## src/rtl/fifo_axis_drain.sv

```systemverilog
// AXI-Stream drain stage for the user-area FIFO: 3-entry skid queue with
// optional packet framing enabled by the FIFO_DRAIN_TLAST_EN macro.
module fifo_axis_drain #(
  parameter int unsigned DATA_W = 32,
  parameter int unsigned LEN_W  = 9
) (
  input  logic              clk,
  input  logic              reset,
  output logic              fifo_rd_en,
  input  logic [DATA_W-1:0] fifo_rd_data,
  input  logic              fifo_empty,
  input  logic [LEN_W-1:0]  pkt_len,
  output logic              sm_tvalid,
  output logic [DATA_W-1:0] sm_tdata,
  output logic              sm_tlast,
  input  logic              sm_tready,
  output logic [15:0]       pkt_cnt
);

  logic [DATA_W-1:0] mem_q [3];
  logic [1:0]        occ_q, occ_d;
  logic [1:0]        wr_ptr_q, wr_ptr_d;
  logic [1:0]        rd_ptr_q, rd_ptr_d;
  logic              infl_q, infl_d;
  logic [2:0]        fill;
  logic              pop;

  function automatic logic [1:0] next_ptr(input logic [1:0] p);
    return (p == 2'd2) ? 2'd0 : p + 2'd1;
  endfunction

  // Occupancy counts the in-flight word so a read is only issued when a slot
  // is guaranteed; this keeps fifo_rd_en independent of sm_tready.
  always_comb begin
    fill       = {1'b0, occ_q} + {2'b00, infl_q};
    fifo_rd_en = ~reset & ~fifo_empty & (fill < 3'd3);
    infl_d     = fifo_rd_en & ~fifo_empty;
    sm_tvalid  = (occ_q != 2'd0);
    sm_tdata   = mem_q[rd_ptr_q];
    pop        = sm_tvalid & sm_tready;
  end

  always_comb begin
    occ_d    = occ_q;
    wr_ptr_d = wr_ptr_q;
    rd_ptr_d = rd_ptr_q;
    unique case ({infl_q, pop})
      2'b10:   occ_d = occ_q + 2'd1;
      2'b01:   occ_d = occ_q - 2'd1;
      default: occ_d = occ_q;
    endcase
    if (infl_q) wr_ptr_d = next_ptr(wr_ptr_q);
    if (pop)    rd_ptr_d = next_ptr(rd_ptr_q);
  end

  always_ff @(posedge clk or posedge reset) begin
    if (reset) begin
      occ_q    <= '0;
      infl_q   <= 1'b0;
      wr_ptr_q <= '0;
      rd_ptr_q <= '0;
      for (int unsigned i = 0; i < 3; i++) mem_q[i] <= '0;
    end else begin
      occ_q    <= occ_d;
      infl_q   <= infl_d;
      wr_ptr_q <= wr_ptr_d;
      rd_ptr_q <= rd_ptr_d;
      if (infl_q) mem_q[wr_ptr_q] <= fifo_rd_data;
    end
  end

`ifdef FIFO_DRAIN_TLAST_EN
  localparam logic [LEN_W-1:0] ONE = LEN_W'(1);

  logic [LEN_W-1:0] beat_q, beat_d;
  logic [LEN_W-1:0] plen_q, plen_d;
  logic [LEN_W-1:0] plen_eff, plen_cur;
  logic [15:0]      pkt_cnt_q, pkt_cnt_d;

  // On the first beat the length comes straight from pkt_len so a one-beat
  // packet can assert tlast without waiting for plen_q to load.
  always_comb begin
    plen_eff  = (pkt_len == '0) ? ONE : pkt_len;
    plen_cur  = (beat_q == '0) ? plen_eff : plen_q;
    plen_d    = plen_cur;
    sm_tlast  = sm_tvalid & (beat_q == plen_cur - ONE);
    beat_d    = beat_q;
    pkt_cnt_d = pkt_cnt_q;
    if (pop) begin
      beat_d = sm_tlast ? '0 : beat_q + ONE;
      if (sm_tlast) pkt_cnt_d = pkt_cnt_q + 16'd1;
    end
    pkt_cnt = pkt_cnt_q;
  end

  always_ff @(posedge clk or posedge reset) begin
    if (reset) begin
      beat_q    <= '0;
      plen_q    <= '0;
      pkt_cnt_q <= '0;
    end else begin
      beat_q    <= beat_d;
      plen_q    <= plen_d;
      pkt_cnt_q <= pkt_cnt_d;
    end
  end
`else
  logic unused_pkt_len;

  always_comb begin
    unused_pkt_len = ^pkt_len;
    sm_tlast       = 1'b0;
    pkt_cnt        = '0;
  end
`endif

endmodule

```

## config.mk

```make
export PLATFORM = sky130hd
export DESIGN_NAME = fifo_axis_drain
export DESIGN_NICKNAME = d
export VERILOG_FILES = /design/src/rtl/fifo_axis_drain.sv
export SDC_FILE = /design/constraint.sdc
export NUM_CORES = 1
export LEC_CHECK = 0
export CAP_MARGIN = 10
export CORE_MARGIN = 3
export CORE_UTILIZATION = 25
export CTS_CLUSTER_SIZE = 14
export DETAILED_ROUTE_END_ITERATION = 7
export PLACE_DENSITY = 0.53
export REMOVE_ABC_BUFFERS = 1
export SETUP_SLACK_MARGIN = 0.2
export SYNTH_ARGS = -nofsm -noshare
export SYNTH_HDL_FRONTEND = slang
export SYNTH_SLANG_ARGS = --single-unit
```

## constraint.sdc

```tcl
create_clock -name clk -period 5.1 [get_ports clk]
set_input_delay 1.53 -clock clk [delete_from_list [all_inputs] [get_ports clk]]
set_output_delay 1.53 -clock clk [all_outputs]
set_load 0.1 [all_outputs]
```

## Yosys cells after proc, flatten, opt, wreduce, memory -nomap -nowiden

Cells that the tools add are included.

- Bits in registers: 103
- Output and inout port bits: 51
- Logic and storage cells: 40

- Add/sub/neg operators: 5
- Order comparisons: 4
- Equal/unequal tests: 4
- Mux-type cells: 9
- Bitwise logic cells: 8
- Reduce and logical (&&, ||, !) cells: 3

Operators by type and width:

| operator | count |
|---|---|
| bitwise mux 96 bit | 1 |
| two-way mux 32 bit | 3 |
| binary-select mux 32 bit (select 2 bit) | 1 |
| demux 32 bit (select 2 bit) | 1 |
| adder 2 x 1 -> 2 bit (second input constant) | 3 |
| equality test 2 bit (second input constant) | 3 |
| greater-or-equal comparator 3 bit (second input constant) | 2 |
| inverter 2 -> 3 bit | 2 |
| AND 1 bit | 4 |
| two-way mux 2 bit | 2 |
| one-hot mux 2 bit (2 select lines) | 1 |
| nonzero test 2 bit | 2 |
| adder 2 x 1 -> 3 bit | 1 |
| less-than comparator 3 x 1 -> 1 bit (second input constant) | 1 |
| less-than comparator 3 x 2 -> 1 bit (second input constant) | 1 |
| equality test 2 x 1 -> 1 bit (second input constant) | 1 |
| inverter 1 bit | 2 |
| subtractor 2 x 1 -> 2 bit (second input constant) | 1 |
| logical AND 1 bit | 1 |

## Depth between registers and ports, before layout

Gate-level depths: netlist of run 1.

- Depth after elaboration: 6
- Depth in mapped cells: 6
- Gate-level depth less buffers: 6

## Least setup slack after synthesis of run 1

Ideal clock, no wire load.

- Path kind: in2out
- Start: input fifo_empty
- End: output fifo_rd_en
- Data arrival time: 6.203 ns
- Data required time: 3.570 ns
- Setup slack: -2.633 ns
- Stages on the path: 1
- Path buffers: 0
- Cells stage by stage: a2111oi_0

- Longest elaborated chain between the ends: 3

Ends and longest elaborated chain:

| what | RTL line | source |
|---|---|---|
| start, declared | 11 | `input logic fifo_empty,` |
| inverter 1 bit | 36 | `fifo_rd_en = ~reset & ~fifo_empty & (fill < 3'd3);` |
| AND 1 bit (2 in series) | 36 |  |
| end, declared | 9 | `output logic fifo_rd_en,` |

No other way between the ends.

## Worst setup path in the final report of run 1

- Start: input reset
- End: output fifo_rd_en

- Longest elaborated chain between the ends: 3

Ends and longest elaborated chain:

| what | RTL line | source |
|---|---|---|
| start, declared | 8 | `input logic reset,` |
| inverter 1 bit | 36 |  |
| AND 1 bit (2 in series) | 36 |  |

No other way between the ends.

==> out/qor.yml, run 1 <==
floorplan.rows: 50
timing.clock.skew_ns: 0.00596
yosysUniqueCellTypes: 27
ys_dominant_reg_cell: "sky130_fd_sc_hd__dfrtp_1"
cts-htree-levels: 3
rsz0062_at_grt: "false"
critical_path.reg2reg.startpoint: "infl_q"
cts.path.max_buffers: 2
final_min_period_ns: 4.19
post-route-period-util: 0.822
postRouteWirelength_um: 10800
crit_type: "input pin to output pin"
grt_pass1_vias: 3171
yosys-mux-area-fraction: 0.317
tritoncts.num_buffers: 9
vias: 2862
die_height_um: 145
cts.sink_count: 103
route.detailed.wl_per_inst_um: 16.3
dr.pass1.iters: 4
post_synth_and_or_nand_nor_area_fraction: 0.0339
min_path_type: "flip-flop to flip-flop"
grt_antenna_before_repair: 0
cts.repair_timing.setup_buffer_count: 0
run_status: "completed"
insertedDiodeCount: 0
synth.cells.most_frequent: "sky130_fd_sc_hd__dfrtp_1, sky130_fd_sc_hd__mux2_2, sky130_fd_sc_hd__mux2i_1, sky130_fd_sc_hd__nand2_1, sky130_fd_sc_hd__mux2_4"
grt_max_degree: 57
floorplan.die_area_um2: 20900
yosys.area_share.adder: 0.00781
drtIter0Drc: 66
share_of_synthesized_registers_carrying_an_async_set_or_reset: 1.00
clk_transition_reported_paths_ns: 0.06
grt_usage: 0.108
crit_path_cell_trace: "clkdlybuf4s50_1 -> a2111oi_0 -> buf_4 -> buf_12"
cp-end-kind: "output pin"
fp.dieW_um: 145
synth_compound_gate_area_share: 0.0435
post_synth_main_area_contributors: "sky130_fd_sc_hd__dfrtp_1, sky130_fd_sc_hd__mux2_2, sky130_fd_sc_hd__mux2_4, sky130_fd_sc_hd__mux2i_1, sky130_fd_sc_hd__o21ai_0"
clock_insertion_delay_worst_skew_ns: 0.35
synth.most_common_cell: "sky130_fd_sc_hd__dfrtp_1"
antenna_violation_net_count_after_detailed_routing: 0
setup_violators_final: 0
timing.critical_path.from: "reset"
crit_path_max_incr_delay_ns: 0.47
hold_path_startpoint: "mem_q[46]"
layout.filler_cells: 1834
synth_xor_xnor_area_share: 0.00547
final_area_um2: 6230
max_slew.worst_pin.slew_ns: 1.08
r2r_slack_ns: 2.92
synth_edf_count: 0
max_capacitance_violation_total: 0
top_level_ports: 96
fin_nets: 470
max_slew_headroom: 0.279
synth.top_cell.area_share: 0.536
place.gp.congestion: 0.699
coreArea_um2: 18800
required_ns: 3.57
grt_overflow: 0
cp-start-kind: "input pin"
crit_arrival_ns: 2.66
critical_path_peak_fanout: 3
synth_top_family_by_area: "multiplexers"
critPathBufInv: 3
cpLargestDelayFamily: "buffers and inverters"
fmaxAchievable_mhz: 239
cts_root_buf: "sky130_fd_sc_hd__clkbuf_16"
synth_warnings: 0
drcViolationCount: 0
tritoncts: "built"
ys_seq_elements: 103
cts_resized: 0
area_added_between_synthesis_and_finish_pct: 29.6
avgSynthCellArea_um2: 13.4
ctsHoldBuffers: 0
place.port_buffers: 69
synth_top_area_cell: "sky130_fd_sc_hd__dfrtp_1"
drive_above_1_share: 0.370
finalMaxSlewViolations: 0
crit_slowest_cell: "sky130_fd_sc_hd__clkdlybuf4s50_1"
grt_pass1_wl_um: 17100
dpl.hpwl_um: 6720
syn_inst: 359
netlist_area_um2: 4800
effective_utilization_at_floorplan: 0.256
hold_viol_final: 0
synth_sequential_area_ratio: 0.536
via_per_inst: 4.33
placedInstanceArea_um2: 5950
per-stage QoR:
step	hold WS [ns]	instances	setup TNS [ns]	worst slack, ns	util
floorplan	0.476	336	-4.79	-2.63	-
global placement	0.487	645	0	0.817	0.317
detailed placement	0.493	645	0	0.890	0.317
CTS	0.509	661	0	0.888	0.332
global route	0.524	661	0	0.790	0.332
finish	0.507	661	0	0.909	0.332
state kept, by name, summed over array words and instances (netlist names):
register  cells
rd_ptr_q      2
wr_ptr_q      2
infl_q        1
occ_q         2
mem_q        96
final timing paths:
| check | end | depth (start not counted) |
|---|---|---|
| worst min-delay path | mem_q[46] | 1 |
| worst max-delay path | fifo_rd_en | 4 |
| min in group asynchronous | infl_q | 2 |
| worst max register to register | mem_q[70] | 4 |
| max in group asynchronous | rd_ptr_q[1] | 3 |
| worst min register to register | mem_q[46] | 1 |
cell type report:
class,count,area [µm²],share of cell area
timing repair buffer,75,1020,0.163
clock inverter,4,31.3,0.00502
tap,234,293,0.0470
sequential,103,2580,0.414
multi-input combinational,229,2040,0.328
inverter,4,17.5,0.00281
clock buffer,12,246,0.0396
placed cells by master (no fill, tap or decap):
cell type / Yosys / layout
sky130_fd_sc_hd__mux2_2: 67 / 67
sky130_fd_sc_hd__ha_1: 3 / 3
sky130_fd_sc_hd__o21ai_0: 29 / 29
sky130_fd_sc_hd__inv_1: 3 / 2
sky130_fd_sc_hd__clkbuf_16: 0 / 9
sky130_fd_sc_hd__clkbuf_8: 0 / 1
sky130_fd_sc_hd__conb_1: 1 / 17
sky130_fd_sc_hd__mux2_4: 30 / 30
sky130_fd_sc_hd__a21o_1: 2 / 2
sky130_fd_sc_hd__dfrtp_2: 0 / 1
sky130_fd_sc_hd__or2_2: 1 / 1
sky130_fd_sc_hd__nor3_1: 1 / 1
sky130_fd_sc_hd__nand2_1: 32 / 32
sky130_fd_sc_hd__nor2_1: 1 / 1
sky130_fd_sc_hd__clkbuf_1: 8 / 2
sky130_fd_sc_hd__clkdlybuf4s50_1: 0 / 36
sky130_fd_sc_hd__o22ai_1: 5 / 5
sky130_fd_sc_hd__inv_2: 1 / 1
sky130_fd_sc_hd__mux2i_1: 32 / 32
sky130_fd_sc_hd__clkinv_2: 0 / 1
sky130_fd_sc_hd__nor3_4: 0 / 1
sky130_fd_sc_hd__nor2b_4: 0 / 1
sky130_fd_sc_hd__or3_2: 0 / 1
sky130_fd_sc_hd__xor2_1: 1 / 1
sky130_fd_sc_hd__nand3_2: 0 / 1
sky130_fd_sc_hd__xnor2_1: 2 / 2
sky130_fd_sc_hd__buf_12: 0 / 29
sky130_fd_sc_hd__clkinv_4: 0 / 3
sky130_fd_sc_hd__a2111oi_0: 2 / 2
sky130_fd_sc_hd__dfrtp_1: 103 / 102
sky130_fd_sc_hd__buf_4: 18 / 10
sky130_fd_sc_hd__inv_4: 0 / 1
cells by family after synthesis:
family | after synthesis
mux | 129
flops | 103
buf+inv | 43
simple gates | 39
compound gates | 38
fa+ha+maj | 3
xor+xnor | 3
other cells | 1
metal layers:
layer,wire (µm),vias up,global-route usage,share of wire
li1,-,1344,-,-
met1,4880,1456,0.136,0.45
met2,5300,51,0.181,0.49
met3,415,11,0.0308,0.039
met4,153,0,0.0344,0.014
met5,0,-,0,0
worst register-to-register path: cells and delay by family (launching register included):
kind | cells | cell delay [ns]
buffers and inverters | 2 | 0.57
AND/OR/NAND/NOR | 1 | 0.68
multiplexers | 1 | 0.39
flip-flops | 1 | 0.43
Power of run 1 is left out: the tool's default activity adds up to more than one toggle a clock period on the data nets, which glitch-free logic cannot reach.
==> run 2: changes to the inputs <==
==> constraint.sdc (replaced) <==
create_clock -name clk -period 3.9 [get_ports clk]
set_input_delay 1.17 -clock clk [delete_from_list [all_inputs] [get_ports clk]]
set_output_delay 1.17 -clock clk [all_outputs]
set_load 0.1 [all_outputs]
==> run 2 against run 1 <==
- non-clock buffer count increased by 2
- clock skew about the same
- die area unchanged
- sequential cell count unchanged
- design area increased by 1.2%
- global-route usage about the same
- first-iteration DRC count increased by 68%
- clock-buffer cell count increased by 2
- via count increased by 1.6%
- critical path type unchanged
==> out/qor.yml, run 2 (synthesis gave the netlist of run 1 again) <==
run_status: "completed"
min_path_type: "flip-flop to flip-flop"
effective_utilization_at_floorplan: 0.256  # unchanged
coreArea_um2: 18800  # unchanged
timing.clock.skew_ns: 0.00548  # -0.000472 ns
hold_viol_final: 0  # unchanged
cp-end-kind: "output pin"
insertedDiodeCount: 0  # unchanged
cts.path.max_buffers: 2  # unchanged
critPathBufInv: 3  # unchanged
cp-start-kind: "input pin"
drtIter0Drc: 111  # +68%
floorplan.die_area_um2: 20900  # unchanged
floorplan.rows: 50  # unchanged
placedInstanceArea_um2: 6030  # +1.3%
crit_arrival_ns: 2.33  # -0.33 ns
cts.sink_count: 103  # unchanged
antenna_violation_net_count_after_detailed_routing: 0  # unchanged
top_level_ports: 96  # unchanged
critical_path_peak_fanout: 3  # unchanged
dpl.hpwl_um: 6770  # +0.76%
registers.top_by_ff_count: "mem_q"
critical_path.reg2reg.startpoint: "infl_q"
final_common_cell: "sky130_fd_sc_hd__dfrtp_1"
fp.dieW_um: 145  # unchanged
vias: 2909  # +1.6%
r2r_slack_ns: 1.74  # -1.18 ns
regToRegEndpoint: "mem_q[68]"
grt_antenna_before_repair: 0  # unchanged
clock_insertion_delay_worst_skew_ns: 0.34  # about the same
tritoncts: "built"
worst_r2r_path_depth: 4  # unchanged
cpLargestDelayFamily: "buffers and inverters"
final_min_period_ns: 3.50
place.gp.congestion: 0.673  # -3.8%
grt_pass1_wl_um: 17400  # +1.8%
dr.pass1.iters: 4  # unchanged
worstHoldPathCells: 1  # unchanged
cts-htree-levels: 3  # unchanged
clk_transition_reported_paths_ns: 0.06  # about the same
crit_type: "input pin to output pin"
max_slew_headroom: 0.282  # +0.00283
finalMaxSlewViolations: 0  # unchanged
layout.cells.most_common_list: "sky130_fd_sc_hd__dfrtp_1, sky130_fd_sc_hd__mux2_2, sky130_fd_sc_hd__clkdlybuf4s50_1"
setup_violators_final: 0  # unchanged
die_height_um: 145  # unchanged
drcViolationCount: 0  # unchanged
place.port_buffers: 69  # unchanged
ctsHoldBuffers: 0  # unchanged
grt_max_degree: 53  # -7.0%
crit_path_cell_trace: "clkdlybuf4s50_1 -> a2111oi_0 -> buf_4 -> buf_12"
cts_root_buf: "sky130_fd_sc_hd__clkbuf_16"
fin_nets: 472  # +0.43%
route.detailed.wl_per_inst_um: 15.9  # -2.0%
grt_usage: 0.108  # -0.000109
hold_path_startpoint: "mem_q[34]"
fmaxAchievable_mhz: 286
post-route-period-util: 0.897
max_capacitance_violation_total: 0  # unchanged
hold_end: "mem_q[34]"
cts.repair_timing.setup_buffer_count: 0  # unchanged
cts_resized: 0  # unchanged
via_per_inst: 4.39  # +1.3%
required_ns: 2.73  # -0.84 ns
postRouteWirelength_um: 10600  # -1.7%
final_area_um2: 6300  # +1.2%
crit_path_max_incr_delay_ns: 0.47  # about the same
area_added_between_synthesis_and_finish_pct: 31.2
tritoncts.num_buffers: 9  # unchanged
max_slew.worst_pin.slew_ns: 1.08  # -0.00424 ns
largest_register_ffs: 96  # unchanged
grt_overflow: 0  # unchanged
grt_pass1_vias: 3177  # +0.19%
drive_above_1_share: 0.371  # +0.000606
rsz0062_at_grt: "false"
crit_slowest_cell: "sky130_fd_sc_hd__clkdlybuf4s50_1"
[run 2: through the flow]
stage | worst slack [ns] | TNS, ns | cells | hold slack [ns] | utilization
after global placement | 0.365 | 0 | 647 | 0.486 | 0.321
final | 0.400 | 0 | 663 | 0.504 | 0.336
after floorplan | -3.11 | -29.28 | 336 | 0.476 | -
after global routing | 0.312 | 0 | 663 | 0.519 | 0.336
after detailed placement | 0.405 | 0 | 647 | 0.493 | 0.321
after CTS | 0.382 | 0 | 663 | 0.508 | 0.336
[run 2: layout make-up]
class                           instances  area [µm²]
Timing Repair Buffer                   77        1090
Sequential cell                       103        2580
Clock buffer                           14         264
Tap cell                              234         293
Fill cell                            1832       12500
Inverter                                4        17.5
Multi-Input combinational cell        229        2040
Clock inverter                          2        13.8
[run 2: worst register-to-register path: cells and delay by family, from the launching register on]
kind	cells	cell delay, ns
multiplexers	1	0.38
flip-flops	1	0.42
AND/OR/NAND/NOR	1	0.71
buffers and inverters	2	0.54
[run 2: layer usage]
| layer | track usage | routed length [µm] | vias to the layer above |
|---|---|---|---|
| met5 | 0 | 0 | - |
| met2 | 0.180 | 5290 | 58 |
| met1 | 0.138 | 4740 | 1487 |
| met3 | 0.0284 | 383 | 12 |
| li1 | - | - | 1352 |
| met4 | 0.0339 | 153 | 0 |
[run 2: how the worst max path moves through the flow]
stage	startpoint	to	slack, ns	cells after the start
2_1_floorplan	fifo_empty	fifo_rd_en	-3.11	1
3_3_place_gp	reset	fifo_rd_en	0.37	4
3_5_place_dp	reset	fifo_rd_en	0.40	4
4_1_cts	reset	fifo_rd_en	0.38	4
5_1_grt	reset	fifo_rd_en	0.31	4
6_report	reset	fifo_rd_en	0.40	4
Power of run 2 is left out for the same reason.
==> run 3: changes to the inputs <==
--- a/config.mk
+++ b/config.mk
@@ -7,10 +7,10 @@
 export LEC_CHECK = 0
 export CAP_MARGIN = 10
 export CORE_MARGIN = 3
-export CORE_UTILIZATION = 25
+export CORE_UTILIZATION = 52
 export CTS_CLUSTER_SIZE = 14
 export DETAILED_ROUTE_END_ITERATION = 7
-export PLACE_DENSITY = 0.53
+export PLACE_DENSITY = 0.88
 export REMOVE_ABC_BUFFERS = 1
 export SETUP_SLACK_MARGIN = 0.2
 export SYNTH_ARGS = -nofsm -noshare
==> run 3 against run 2 <==
- critical path depth stayed put
- sequential cell count is the same
- clock-buffer cell count down 4
- die area decreased by 50%
- wire length shrank 10%
- non-clock buffer count decreased by 2
- register-to-register slack about the same
- critical endpoint unchanged
- critical path type unchanged
- utilization is 34 points higher
- first-iteration DRC count decreased by 48%
- cell count fell by 19%
==> out/qor.yml, run 3 (synthesis gave the netlist of run 1 again) <==
fin_nets: 470  # -0.42%
rsz0062_at_grt: "false"
grt_overflow: 0  # unchanged
effective_utilization_at_floorplan: 0.543  # +0.287
max_capacitance_violation_total: 0  # unchanged
cts_root_buf: "sky130_fd_sc_hd__clkbuf_8"
dr.pass1.iters: 4  # unchanged
run_status: "completed"
crit_path_max_incr_delay_ns: 0.49  # +0.02 ns
largest_register_ffs: 96  # unchanged
clock_insertion_delay_worst_skew_ns: 0.36  # +0.02 ns
multi_input_area_um2: 2040  # -0.18%
crit_path_cell_trace: "clkdlybuf4s50_1 -> a2111oi_1 -> buf_4 -> buf_12"
fmaxAchievable_mhz: 280  # -2.2%
hold_viol_final: 0  # unchanged
seq_area_um2: 2580  # unchanged
antenna_violation_net_count_after_detailed_routing: 0  # unchanged
final_area_um2: 6000  # -4.9%
grt_pass1_wl_um: 15400  # -12%
grt_antenna_before_repair: 0  # unchanged
max_slew_headroom: 0.261  # -0.0212
final_common_cell: "sky130_fd_sc_hd__dfrtp_1"
post-route-period-util: 0.917  # +0.0200
place.gp.congestion: 0.723  # +7.5%
floorplan.die_area_um2: 10400  # -50%
postRouteWirelength_um: 9470  # -10%
cts_resized: 1  # +1
via_per_inst: 5.40  # +23%
dpl.hpwl_um: 6140  # -9.4%
registers.top_by_ff_count: "mem_q"
cts.sink_count: 103  # unchanged
r2r_slack_ns: 1.74  # about the same
top_level_ports: 96  # unchanged
place.port_buffers: 69  # unchanged
finalMaxSlewViolations: 0  # unchanged
cts.path.max_buffers: 2  # unchanged
grt_pass1_vias: 3080  # -3.1%
setup_violators_final: 0  # unchanged
floorplan.rows: 34  # -32%
grt_max_degree: 53  # unchanged
critical_path_peak_fanout: 3  # unchanged
placedInstanceArea_um2: 5800  # -3.8%
cp-end-kind: "output pin"
final_min_period_ns: 3.58  # +0.0780 ns
required_ns: 2.73  # about the same
timing.critical_path.from: "reset"
drtIter0Drc: 58  # -48%
finalCoreUtilization: 0.678  # +0.342
drcViolationCount: 0  # unchanged
crit_slowest_cell: "sky130_fd_sc_hd__clkdlybuf4s50_1"
layout.filler_cells: 630  # -66%
route.detailed.wl_per_inst_um: 17.7  # +11%
hold_path_startpoint: "mem_q[35]"
crit_arrival_ns: 2.41  # +0.08 ns
drive_above_1_share: 0.372  # +0.00174
clk_transition_reported_paths_ns: 0.10  # +0.04 ns
ctsHoldBuffers: 0  # unchanged
max_slew.worst_pin.slew_ns: 1.11  # +0.0331 ns
timing.clock.skew_ns: 0.0106  # +0.00509 ns
cp-start-kind: "input pin"
tritoncts.num_buffers: 9  # unchanged
cts.repair_timing.setup_buffer_count: 0  # unchanged
grt_usage: 0.190  # +0.0822
vias: 2891  # -0.62%
fp.dieW_um: 102  # -29%
area_added_between_synthesis_and_finish_pct: 24.8
cts-htree-levels: 3  # unchanged
min_path_type: "flip-flop to flip-flop"
insertedDiodeCount: 0  # unchanged
critical_path.reg2reg.startpoint: "infl_q"
layout.cells.most_common_list: "sky130_fd_sc_hd__dfrtp_1, sky130_fd_sc_hd__mux2_2, sky130_fd_sc_hd__clkdlybuf4s50_1"
die_height_um: 102  # -29%
crit_type: "input pin to output pin"
coreArea_um2: 8850  # -53%
tritoncts: "built"
==> run 3: path summary, 6_finish.rpt <==
path / to / depth (start not counted)
hold / removal: mem_q[35] / 1
hold reg to reg: mem_q[35] / 1
max in group asynchronous: rd_ptr_q[1] / 3
setup / recovery: fifo_rd_en / 4
min in group asynchronous: mem_q[63] / 2
setup reg to reg: mem_q[75] / 4
==> run 3: area by class of cell <==
class | instances | share of cell area
flip-flops and latches | 103 | 0.430
inverters | 4 | 0.00292
well taps | 108 | 0.0225
clock buffers | 10 | 0.0213
clock inverters | 6 | 0.0115
repair buffers | 75 | 0.172
multi-input cells | 229 | 0.340
==> run 3: metrics by stage <==
step	hold WS, ns	setup WS (ns)	cells	setup TNS [ns]
global route	0.521	0.236	535	0
finish	0.513	0.322	535	0
detailed placement	0.493	0.157	519	0
CTS	0.516	0.244	535	0
global placement	0.487	0.389	519	0
floorplan	0.476	-3.11	336	-29.28
==> run 3: per-layer routing <==
metal / part of all wire / vias up / global-route usage
met2: 0.51 / 72 / 0.318
met3: 0.040 / 10 / 0.0444
met4: 0.0092 / 0 / 0.0424
li1: - / 1343 / -
met1: 0.44 / 1466 / 0.255
met5: 0 / - / 0
==> run 3: critical path: cells and delay by family <==
family / cells / cell delay, ns
AO/OA/AOI/OAI: 1 / 0.38
buffers and inverters: 3 / 0.85
Power of run 3 is left out for the same reason.
